<file path="config.mk">
export PLATFORM = sky130hd
export DESIGN_NAME = cell_plotter_flat
export DESIGN_NICKNAME = d
export VERILOG_FILES = /design/src/rtl/cell_plotter_pkg.sv /design/src/rtl/cell_plotter_if.sv /design/src/rtl/cell_plotter_scan_counter.sv /design/src/rtl/cell_plotter.sv /design/src/flat_wrapper.sv
export SDC_FILE = /design/constraint.sdc
export NUM_CORES = 1
export LEC_CHECK = 0
export CORE_UTILIZATION = 50
export CTS_CLUSTER_SIZE = 30
export DETAILED_ROUTE_END_ITERATION = 8
export PLACE_DENSITY = 0.82
export SYNTH_ARGS = -nofsm -noshare
export SYNTH_HDL_FRONTEND = slang
export SYNTH_SLANG_ARGS = --single-unit
</file>
<file path="constraint.sdc">
create_clock -name clock -period 4.3 [get_ports clock]
set_input_delay 1.29 -clock clock [delete_from_list [all_inputs] [get_ports clock]]
set_output_delay 1.29 -clock clock [all_outputs]
set_load 0.02 [all_outputs]
</file>
<file path="src/rtl/cell_plotter_pkg.sv">
// Shared constants, state encoding and clip helper for the character-cell plotter.
// Latency: n/a (declarations only).
// Backpressure: n/a.
package cell_pkg;

   localparam int CELL_W   = 7;
   localparam int CELL_H   = 10;
   localparam int SCREEN_W = 320;
   localparam int SCREEN_H = 240;
   localparam int COLOUR_W = 3;

   // Screen layout: text area origins step by cell size; the command line sits below it.
   localparam int CMD_LINE_Y = 227;
   localparam int TEXT_MAX_X = 308;
   localparam int TEXT_MAX_Y = 210;

   typedef enum logic [2:0] {
      IDLE  = 3'd0,
      FETCH = 3'd1,
      LOAD  = 3'd2,
      DRAW  = 3'd3,
      DONE  = 3'd4
   } state_t;

   // True when a 10-bit internal coordinate lands inside the visible frame.
   function automatic logic pix_visible(input logic [9:0] x, input logic [9:0] y);
      return (x < 10'(SCREEN_W)) && (y < 10'(SCREEN_H));
   endfunction

endpackage

</file>
<file path="src/rtl/cell_plotter_if.sv">
// Bundles request, font-ROM and pixel-write signals of the cell plotter.
// Latency: n/a (wiring only).
// Backpressure: none; requester watches busy/done, the VGA side always accepts.
interface cell_plotter_if;
   import cell_pkg::*;

   logic                start;
   logic [8:0]          cell_x;
   logic [7:0]          cell_y;
   logic [6:0]          char_code;
   logic [COLOUR_W-1:0] fg;
   logic [COLOUR_W-1:0] bg;
   logic                show_cursor;
   logic [10:0]         glyph_addr;
   logic [6:0]          glyph_row;
   logic [8:0]          vga_x;
   logic [7:0]          vga_y;
   logic [COLOUR_W-1:0] colour;
   logic                plot;
   logic                busy;
   logic                done;

   modport master (
      output start, cell_x, cell_y, char_code, fg, bg, show_cursor, glyph_row,
      input  glyph_addr, vga_x, vga_y, colour, plot, busy, done
   );

   modport slave (
      input  start, cell_x, cell_y, char_code, fg, bg, show_cursor, glyph_row,
      output glyph_addr, vga_x, vga_y, colour, plot, busy, done
   );

endinterface

</file>
<file path="src/rtl/cell_plotter_scan_counter.sv">
// Column (0..CELL_W-1) and row (0..CELL_H-1) scan counters with last-position flags.
// Latency: counters update on the clock edge after a control is asserted.
// Backpressure: none; clear beats row increment beats column increment.
module cell_scan_counter
   import cell_pkg::*;
(
   input  logic       clock,
   input  logic       reset,
   input  logic       i_clear,
   input  logic       i_inc_col,
   input  logic       i_inc_row,
   output logic [2:0] o_col,
   output logic [3:0] o_row,
   output logic       o_col_last,
   output logic       o_row_last
);

   logic [2:0] r_col;
   logic [3:0] r_row;

   // Advance the scan position; a row step also rewinds the column.
   always_ff @(posedge clock) begin
      if (reset || i_clear) begin
         r_col <= '0;
         r_row <= '0;
      end else if (i_inc_row) begin
         r_row <= r_row + 4'd1;
         r_col <= '0;
      end else if (i_inc_col) begin
         r_col <= r_col + 3'd1;
      end
   end

   assign o_col      = r_col;
   assign o_row      = r_row;
   assign o_col_last = (r_col == 3'(CELL_W - 1));
   assign o_row_last = (r_row == 4'(CELL_H - 1));

endmodule

</file>
<file path="src/rtl/cell_plotter.sv">
// Renders one 7x10 glyph cell as row-major pixel writes; optional underline cursor via CELL_PLOTTER_CURSOR_EN.
// Latency: busy the cycle after start, 70 DRAW cycles over 90, done pulse 91 cycles after acceptance.
// Backpressure: start only sampled in IDLE (no queueing); pixel side never stalls, off-screen pixels drop plot.
module cell_plotter
   import cell_pkg::*;
(
   input  logic          clock,
   input  logic          reset,
   cell_plotter_if.slave bus
);

   state_t              r_state, w_next;
   logic [8:0]          r_cx;
   logic [7:0]          r_cy;
   logic [6:0]          r_char;
   logic [COLOUR_W-1:0] r_fg, r_bg;
   logic                r_cursor;
   logic [6:0]          r_shreg;
   logic [10:0]         r_glyph_addr;
   logic [8:0]          r_vga_x;
   logic [7:0]          r_vga_y;
   logic [COLOUR_W-1:0] r_colour;
   logic                r_plot, r_busy, r_done;

   logic                w_clear, w_inc_col, w_inc_row;
   logic [2:0]          w_col;
   logic [3:0]          w_row;
   logic                w_col_last, w_row_last;
   logic [2:0]          w_pix_col;
   logic [9:0]          w_pix_x, w_pix_y;
   logic                w_pix_bit, w_fg_sel;

   cell_scan_counter u_scan (
      .clock      (clock),
      .reset      (reset),
      .i_clear    (w_clear),
      .i_inc_col  (w_inc_col),
      .i_inc_row  (w_inc_row),
      .o_col      (w_col),
      .o_row      (w_row),
      .o_col_last (w_col_last),
      .o_row_last (w_row_last)
   );

   // State register.
   always_ff @(posedge clock) begin
      if (reset) r_state <= IDLE;
      else       r_state <= w_next;
   end

   // Next-state decode plus scan-counter controls.
   always_comb begin
      w_next    = r_state;
      w_clear   = 1'b0;
      w_inc_col = 1'b0;
      w_inc_row = 1'b0;
      case (r_state)
         IDLE: begin
            if (bus.start) begin
               w_next  = FETCH;
               w_clear = 1'b1;
            end
         end
         FETCH: w_next = LOAD;
         LOAD:  w_next = DRAW;
         DRAW: begin
            if (w_col_last) begin
               if (w_row_last) begin
                  w_next = DONE;
               end else begin
                  w_next    = FETCH;
                  w_inc_row = 1'b1;
               end
            end else begin
               w_inc_col = 1'b1;
            end
         end
         DONE:    w_next = IDLE;
         default: w_next = IDLE;
      endcase
   end

   // Outputs are registered one edge ahead, so the pixel loaded here is the one shown next
   // cycle: column 0 when leaving LOAD, otherwise the column after the current one.
   assign w_pix_col = (r_state == LOAD) ? 3'd0 : (w_col + 3'd1);
   assign w_pix_bit = (r_state == LOAD) ? bus.glyph_row[6] : r_shreg[6];
   assign w_pix_x   = 10'(r_cx) + 10'(w_pix_col);
   assign w_pix_y   = 10'(r_cy) + 10'(w_row);

`ifdef CELL_PLOTTER_CURSOR_EN
   assign w_fg_sel  = w_pix_bit | (r_cursor && (w_row == 4'(CELL_H - 1)));
`else
   logic w_unused_cursor;
   assign w_unused_cursor = r_cursor;
   assign w_fg_sel  = w_pix_bit;
`endif

   // Latch the request so later input changes cannot disturb the render in progress.
   always_ff @(posedge clock) begin
      if (reset) begin
         r_cx     <= '0;
         r_cy     <= '0;
         r_char   <= '0;
         r_fg     <= '0;
         r_bg     <= '0;
         r_cursor <= 1'b0;
      end else if (w_clear) begin
         r_cx     <= bus.cell_x;
         r_cy     <= bus.cell_y;
         r_char   <= bus.char_code;
         r_fg     <= bus.fg;
         r_bg     <= bus.bg;
         r_cursor <= bus.show_cursor;
      end
   end

   // Glyph shift register; holds the not-yet-drawn bits with the next pixel at the MSB.
   always_ff @(posedge clock) begin
      if (reset)                 r_shreg <= '0;
      else if (r_state == LOAD)  r_shreg <= {bus.glyph_row[5:0], 1'b0};
      else if (r_state == DRAW)  r_shreg <= {r_shreg[5:0], 1'b0};
   end

   // Registered pixel-write, ROM-address and status outputs.
   always_ff @(posedge clock) begin
      if (reset) begin
         r_glyph_addr <= '0;
         r_vga_x      <= '0;
         r_vga_y      <= '0;
         r_colour     <= '0;
         r_plot       <= 1'b0;
         r_busy       <= 1'b0;
         r_done       <= 1'b0;
      end else begin
         r_plot <= 1'b0;
         r_busy <= (w_next != IDLE);
         r_done <= (w_next == DONE);
         if (w_clear)        r_glyph_addr <= {bus.char_code, 4'd0};
         else if (w_inc_row) r_glyph_addr <= {r_char, w_row + 4'd1};
         if (w_next == DRAW) begin
            r_vga_x  <= w_pix_x[8:0];
            r_vga_y  <= w_pix_y[7:0];
            r_colour <= w_fg_sel ? r_fg : r_bg;
            r_plot   <= pix_visible(w_pix_x, w_pix_y);
         end
      end
   end

   assign bus.glyph_addr = r_glyph_addr;
   assign bus.vga_x      = r_vga_x;
   assign bus.vga_y      = r_vga_y;
   assign bus.colour     = r_colour;
   assign bus.plot       = r_plot;
   assign bus.busy       = r_busy;
   assign bus.done       = r_done;

endmodule

</file>
<file path="src/flat_wrapper.sv">
// flat-port wrapper written by rule: the top's interface ports become plain ports
module cell_plotter_flat import cell_pkg::*;
  (clock, reset, bus_start, bus_cell_x, bus_cell_y, bus_char_code, bus_fg, bus_bg, bus_show_cursor, bus_glyph_row, bus_glyph_addr, bus_vga_x, bus_vga_y, bus_colour, bus_plot, bus_busy, bus_done);
  cell_plotter_if bus_i ();
  input  logic clock;
  input  logic reset;
  input wire logic [$bits(bus_i.start)-1:0] bus_start;
  input wire logic [$bits(bus_i.cell_x)-1:0] bus_cell_x;
  input wire logic [$bits(bus_i.cell_y)-1:0] bus_cell_y;
  input wire logic [$bits(bus_i.char_code)-1:0] bus_char_code;
  input wire logic [$bits(bus_i.fg)-1:0] bus_fg;
  input wire logic [$bits(bus_i.bg)-1:0] bus_bg;
  input wire logic [$bits(bus_i.show_cursor)-1:0] bus_show_cursor;
  input wire logic [$bits(bus_i.glyph_row)-1:0] bus_glyph_row;
  output wire logic [$bits(bus_i.glyph_addr)-1:0] bus_glyph_addr;
  output wire logic [$bits(bus_i.vga_x)-1:0] bus_vga_x;
  output wire logic [$bits(bus_i.vga_y)-1:0] bus_vga_y;
  output wire logic [$bits(bus_i.colour)-1:0] bus_colour;
  output wire logic [$bits(bus_i.plot)-1:0] bus_plot;
  output wire logic [$bits(bus_i.busy)-1:0] bus_busy;
  output wire logic [$bits(bus_i.done)-1:0] bus_done;
  assign bus_i.start = bus_start;
  assign bus_i.cell_x = bus_cell_x;
  assign bus_i.cell_y = bus_cell_y;
  assign bus_i.char_code = bus_char_code;
  assign bus_i.fg = bus_fg;
  assign bus_i.bg = bus_bg;
  assign bus_i.show_cursor = bus_show_cursor;
  assign bus_i.glyph_row = bus_glyph_row;
  assign bus_glyph_addr = bus_i.glyph_addr;
  assign bus_vga_x = bus_i.vga_x;
  assign bus_vga_y = bus_i.vga_y;
  assign bus_colour = bus_i.colour;
  assign bus_plot = bus_i.plot;
  assign bus_busy = bus_i.busy;
  assign bus_done = bus_i.done;
  cell_plotter u_core (.clock(clock), .reset(reset), .bus(bus_i));
endmodule
</file>
* After elaboration in Yosys (flattened, before gate mapping)
Cells that the tools add are included.
Operators by class: equal/unequal tests 7, magnitude comparators 2, bitwise operators 1, reduce and logical (&&, ||, !) cells 9, add/sub/neg operators 4, muxes and demuxes 18, multiply operators 0, shift-type cells 0, div/mod/pow operators 0
Operators by type and width (count):
- 11-bit two-way mux | 2
- 3-bit two-way mux | 5
- 7-bit two-way mux | 2
- 3-bit one-hot mux with 4 select lines | 1
- 9-bit by 3-bit adder with 10-bit output | 1
- 10-bit by 8-bit < comparator with 1-bit output (second input constant) | 1
- 10-bit by 9-bit < comparator with 1-bit output (second input constant) | 1
- 8-bit by 4-bit adder with 9-bit output | 1
- 3-bit by 2-bit equality test with 1-bit output (second input constant) | 3
- 1-bit two-way mux | 8
- 3-bit equality test (second input constant) | 2
- 2-bit OR reduction | 3
- 4-bit by 1-bit adder with 4-bit output (second input constant) | 1
- 4-bit equality test (second input constant) | 1
- 2-bit nonzero test | 2
- 3-bit by 1-bit adder with 3-bit output (second input constant) | 1
- 3-bit by 1-bit equality test with 1-bit output (second input constant) | 1
- 3-bit zero test | 1
- 3-bit nonzero test | 1
- 1-bit logical AND | 1
- 1-bit logical OR | 1
- 1-bit NOT | 1
Word-level totals: output and inout bits 34, memory bits (writable) 0, logic and storage cells 58, bits in registers 80, bits in latches 0, memory bits (read-only) 0, memories 0, input bits 41

* Longest topological paths before layout
depth in word-level cells 7, depth in mapped cells 10, mapped depth without buffers 10

* Cells and area by module
From an unflattened synthesis, not the netlist that was laid out.
Unflattened totals: cells, all modules 417, area, all modules 3604.7 sq um
Modules (own cells, without submodules):
- cell_plotter | sequential area each 1461.4 sq um, cells each 382, instances 1, area an instance 3249.4 sq um
- cell_scan_counter | sequential area each 140.1 sq um, cells each 35, instances 1, area an instance 355.3 sq um

* Least setup slack after synthesis
No wires, ideal clock.
kind flip-flop to flip-flop, start reg u_core.r_state[2], end reg u_core.r_plot, in the netlist u_core.bus.plot, data required time 4.240 ns, arrival time 2.218 ns, cell stages (with the launch flop) 10, setup slack 2.022 ns, path buffers 0, period minus slack after synthesis 2.278 ns, library setup time 0.060 ns, cell sequence dfxtp_1 > nand2b_2 > nor2_2 > nor2_1 > ha_1 > a21o_1 > a21oi_1 > o22ai_1 > a2111oi_0 > o311a_1
Between the ends: cells in the longest elaborated chain, start to end 5, elaborated cells between the ends (all ways) 14, classes of those cells add/sub: 1; order compare: 1; eq/ne: 4; mux: 4; bitwise: 1; reduce/logical: 3
Ends and longest elaborated chain:
- start, declared | line cell_plotter.sv:12 | state_t r_state, w_next;
- start signal, assigned | line cell_plotter.sv:48 | else r_state <= w_next;
- 3-bit by 2-bit equality test with 1-bit output (tied with other cells) | line cell_plotter.sv:57, cell_plotter.sv:85
- 3-bit two-way mux / 3-bit one-hot mux with 4 select lines (equally long branches) | line cell_plotter.sv:85, cell_plotter.sv:57
- 9-bit by 3-bit adder with 10-bit output / 3-bit by 2-bit equality test with 1-bit output (equally long branches) | line cell_plotter.sv:87, cell_plotter.sv:140
- 10-bit by 9-bit < comparator with 1-bit output / 1-bit NOT (equally long branches)
- 1-bit logical AND / 2-bit OR reduction (equally long branches)
- end signal, assigned | line cell_plotter.sv:144 | r_plot <= pix_visible(w_pix_x, w_pix_y);
- end, declared | line cell_plotter.sv:23 | logic r_plot, r_busy, r_done;
Parallel ways exist; a longest one is shown, timed or not. A chain may end at the register's enable or synchronous reset.

==> results.cfg <==
[status]
status = finished, final reports clean

[run]
drv_cap = 0

[die]
rows = 29
die_width_microns = 83.6
floorplan.initialDensity = 0.522
core-area_sq_mm = 0.00639
die_h_microns = 83.6
die_area_sq_mm = 0.00699
num_io_pins = 75

[sta]
post-route-period-util = 0.666
hold_violations = 0
rsz0062_at_grt = no
setup_viol = 0
worst_pin_slew_ps = 1190
fin_setup_tns_ps = 0
max-slew-margin-rel = 0.205
finClkSkew_ps = 9.01
final_max_slew_viol_count = 0
max_freq_mhz = 349
min_period_ps = 2860

[drt]
via_count = 2865
drtPass1Iterations = 5
drc_errors = 0
wl_per_cell_microns = 14.4
ant_nets = 0
vias_per_cell = 5.46
drt_iter0_drc = 133
drt_wl_total_microns = 7570

[critical_path]
cpMaxStageDelayCell = clkdlybuf4s50_1
required_ps = 3010
max_stage_delay_ps = 680
startpoint = u_core.u_scan.o_row[1]
crit_type = flip-flop to output pin
arrival_ps = 1570
cp-start-kind = flip-flop
end_kind = output pin
path_cells = clkdlybuf4s50_1
r2r-start = u_core.r_state[0]
cp_top_family = buffers and inverters
crit_fanout = 7
cp_num_buf_inv = 1

[place]
placed_area_sq_mm = 0.00406
portBuffers = 73
dpl.hpwl_microns = 5190
place.gp.congestion = 0.839

[pwr]
p_comb_frac = 0.155
power.leakage_nw = 1.60
pwr-share-clk = 0.370
powerDensity_mw_per_mm2 = 387
p_seq_frac = 0.475
swShare = 0.259
intPower_mw = 1.23
power_switching_mw = 0.429
vdd_drop_max_mv = 0.225

[global_route]
antenna_found_initial = 0
grt_pass1_wl_microns = 12500
overflow = 0
grt_pass1_vias = 2686
track_usage = 0.224
grt_max_degree = 52

[finish]
syn_to_final_growth_pct = 28.5
drive_gt1_frac = 0.0737
antenna_cells = 0
nets = 498
final_cell_area_sq_mm = 0.00428

[clocking]
clk_path_buf_depth = 2
post_cts_resized = 0
cts_sinks = 76
cts_buffers = 9
clock_latency_ps = 350
htreeDepth = 3
post_cts_buffers = 0
clk_pin_slew_worst_paths_ps = 80
cts_root_buf = clkbuf_8
cts_tree = done
hold_buffers = 0

[synthesis]
avgSynthCellArea_sq_um = 8.81
syn_inst = 378
synth-edff-count = 0
synthArstFlopShare = 0
synthesis.nets = 432
synth_seq_cells = 76
synth_area_leaders = dfxtp_1 46%, nand2_1 9.4%, a21oi_1 6.6%
synth_area_sq_mm = 0.00333
yosysSeqAreaShare = 0.457
yosys.area.top_type_share = 0.457
ys_warn_count = 0
yosysTopAreaCell = dfxtp_1
yosysUniqueCellTypes = 45
synth_flop_cell = dfxtp_1

[hold_path]
worstHoldStart = u_core.r_fg[1]
hold_class = flip-flop to flip-flop
## sequential cells by signal (all words and copies together), names as in the netlist
| register | flops |
|---|---|
| u_core.r_fg | 3 |
| u_core.u_scan.o_row | 4 |
| u_core.bus.busy | 1 |
| u_core.r_char | 7 |
| u_core.bus.vga_x | 9 |
| u_core.u_scan.o_col | 3 |
| u_core.r_bg | 3 |
| u_core.bus.done | 1 |
| u_core.r_shreg | 6 |
| u_core.bus.vga_y | 8 |
| u_core.bus.colour | 3 |
| u_core.r_cx | 9 |
| u_core.r_state | 3 |
| u_core.bus.plot | 1 |
| u_core.r_cy | 8 |
| u_core.bus.glyph_addr | 7 |
## cells in the final DEF (no fill, tap or decap), drive strengths merged, types with 3 or more instances in the layout
| master | synthesis | layout |
|---|---|---|
| a211oi | 18 | 18 |
| a21oi | 45 | 45 |
| xnor2 | 8 | 8 |
| o22a | 7 | 7 |
| a2111oi | 3 | 3 |
| nand2 | 84 | 84 |
| nor4 | 3 | 3 |
| nand3 | 7 | 7 |
| buf | 12 | 4 |
| nand4 | 4 | 4 |
| o21ai | 4 | 4 |
| clkbuf | 9 | 11 |
| clkdlybuf4s50 | 0 | 72 |
| dfxtp | 76 | 76 |
| mux2i | 9 | 9 |
| nor2 | 34 | 34 |
| nor3 | 7 | 7 |
| inv | 6 | 6 |
| xor2 | 9 | 9 |
| ha | 11 | 11 |
## per-layer routing
layer | global-route usage | vias to the layer above | share of wire
li1 | - | 1435 | -
met1 | 0.283 | 1333 | 0.44
met2 | 0.370 | 75 | 0.49
met3 | 0.0346 | 22 | 0.042
met4 | 0.114 | 0 | 0.030
met5 | 0 | - | 0
## final timing paths
check,to,slack (ps),depth (start not counted)
max reg2reg,u_core.bus.plot,1580,8
min reg2reg,u_core.r_fg[1],460,2
min,u_core.r_fg[1],460,2
max,bus_glyph_addr[1],1440,1
## through the flow
step | utilization | worst slack, ps | hold WS, ps | power, mW | std cells
2_1_floorplan | - | 2020 | 432 | 0.954 | 378
3_3_place_gp | 0.635 | 1280 | 439 | 1.05 | 510
3_5_place_dp | 0.635 | 1240 | 448 | 1.06 | 510
4_1_cts | 0.670 | 1440 | 458 | 1.66 | 525
5_1_grt | 0.670 | 1330 | 472 | 1.72 | 525
6_report | 0.670 | 1440 | 456 | 1.66 | 525
## cell families after synthesis
family,Yosys count,share of synthesized area
AND/OR/NAND/NOR,150,0.204
flip-flops,76,0.457
adder cells (fa/ha/maj),13,0.0533
AO/OA/AOI/OAI,86,0.166
XOR/XNOR,17,0.0447
buffers and inverters,27,0.0436
multiplexers,9,0.0308
## power by group through the flow
| stage | clock network, mW | logic (mW) | registers [mW] |
|---|---|---|---|
| finish | 0.613 | 0.257 | 0.787 |
| global route | 0.643 | 0.281 | 0.792 |
| CTS | 0.616 | 0.258 | 0.786 |
| detailed placement | 0 | 0.257 | 0.803 |
| global placement | 0 | 0.251 | 0.800 |
| floorplan | 0 | 0.134 | 0.819 |
## area by class of cell
class                           count  area, sq um
Clock inverter                      4         72.6
Inverter                            6         22.5
Tap cell                           77         96.3
Multi-Input combinational cell    275         1670
Fill cell                         504         2110
Timing Repair Buffer               76          748
Clock buffer                       11          151
Sequential cell                    76         1520
## cell usage after synthesis (all sizes together) (2+ instances only)
library cell,n
nand2,84
o311ai,2
ha,11
and3,2
xnor2,8
nor2,34
nand3b,2
a21o,2
clkbuf,9
nor4,3
or3,2
dfxtp,76
nand4,4
mux2i,9
o22a,7
nor3,7
xor2,9
nor2b,2
a2111oi,3
inv,6
o21ai,4
buf,12
a21oi,45
fa,2
a211oi,18
nand3,7
(Power assumes the default switching activity.)
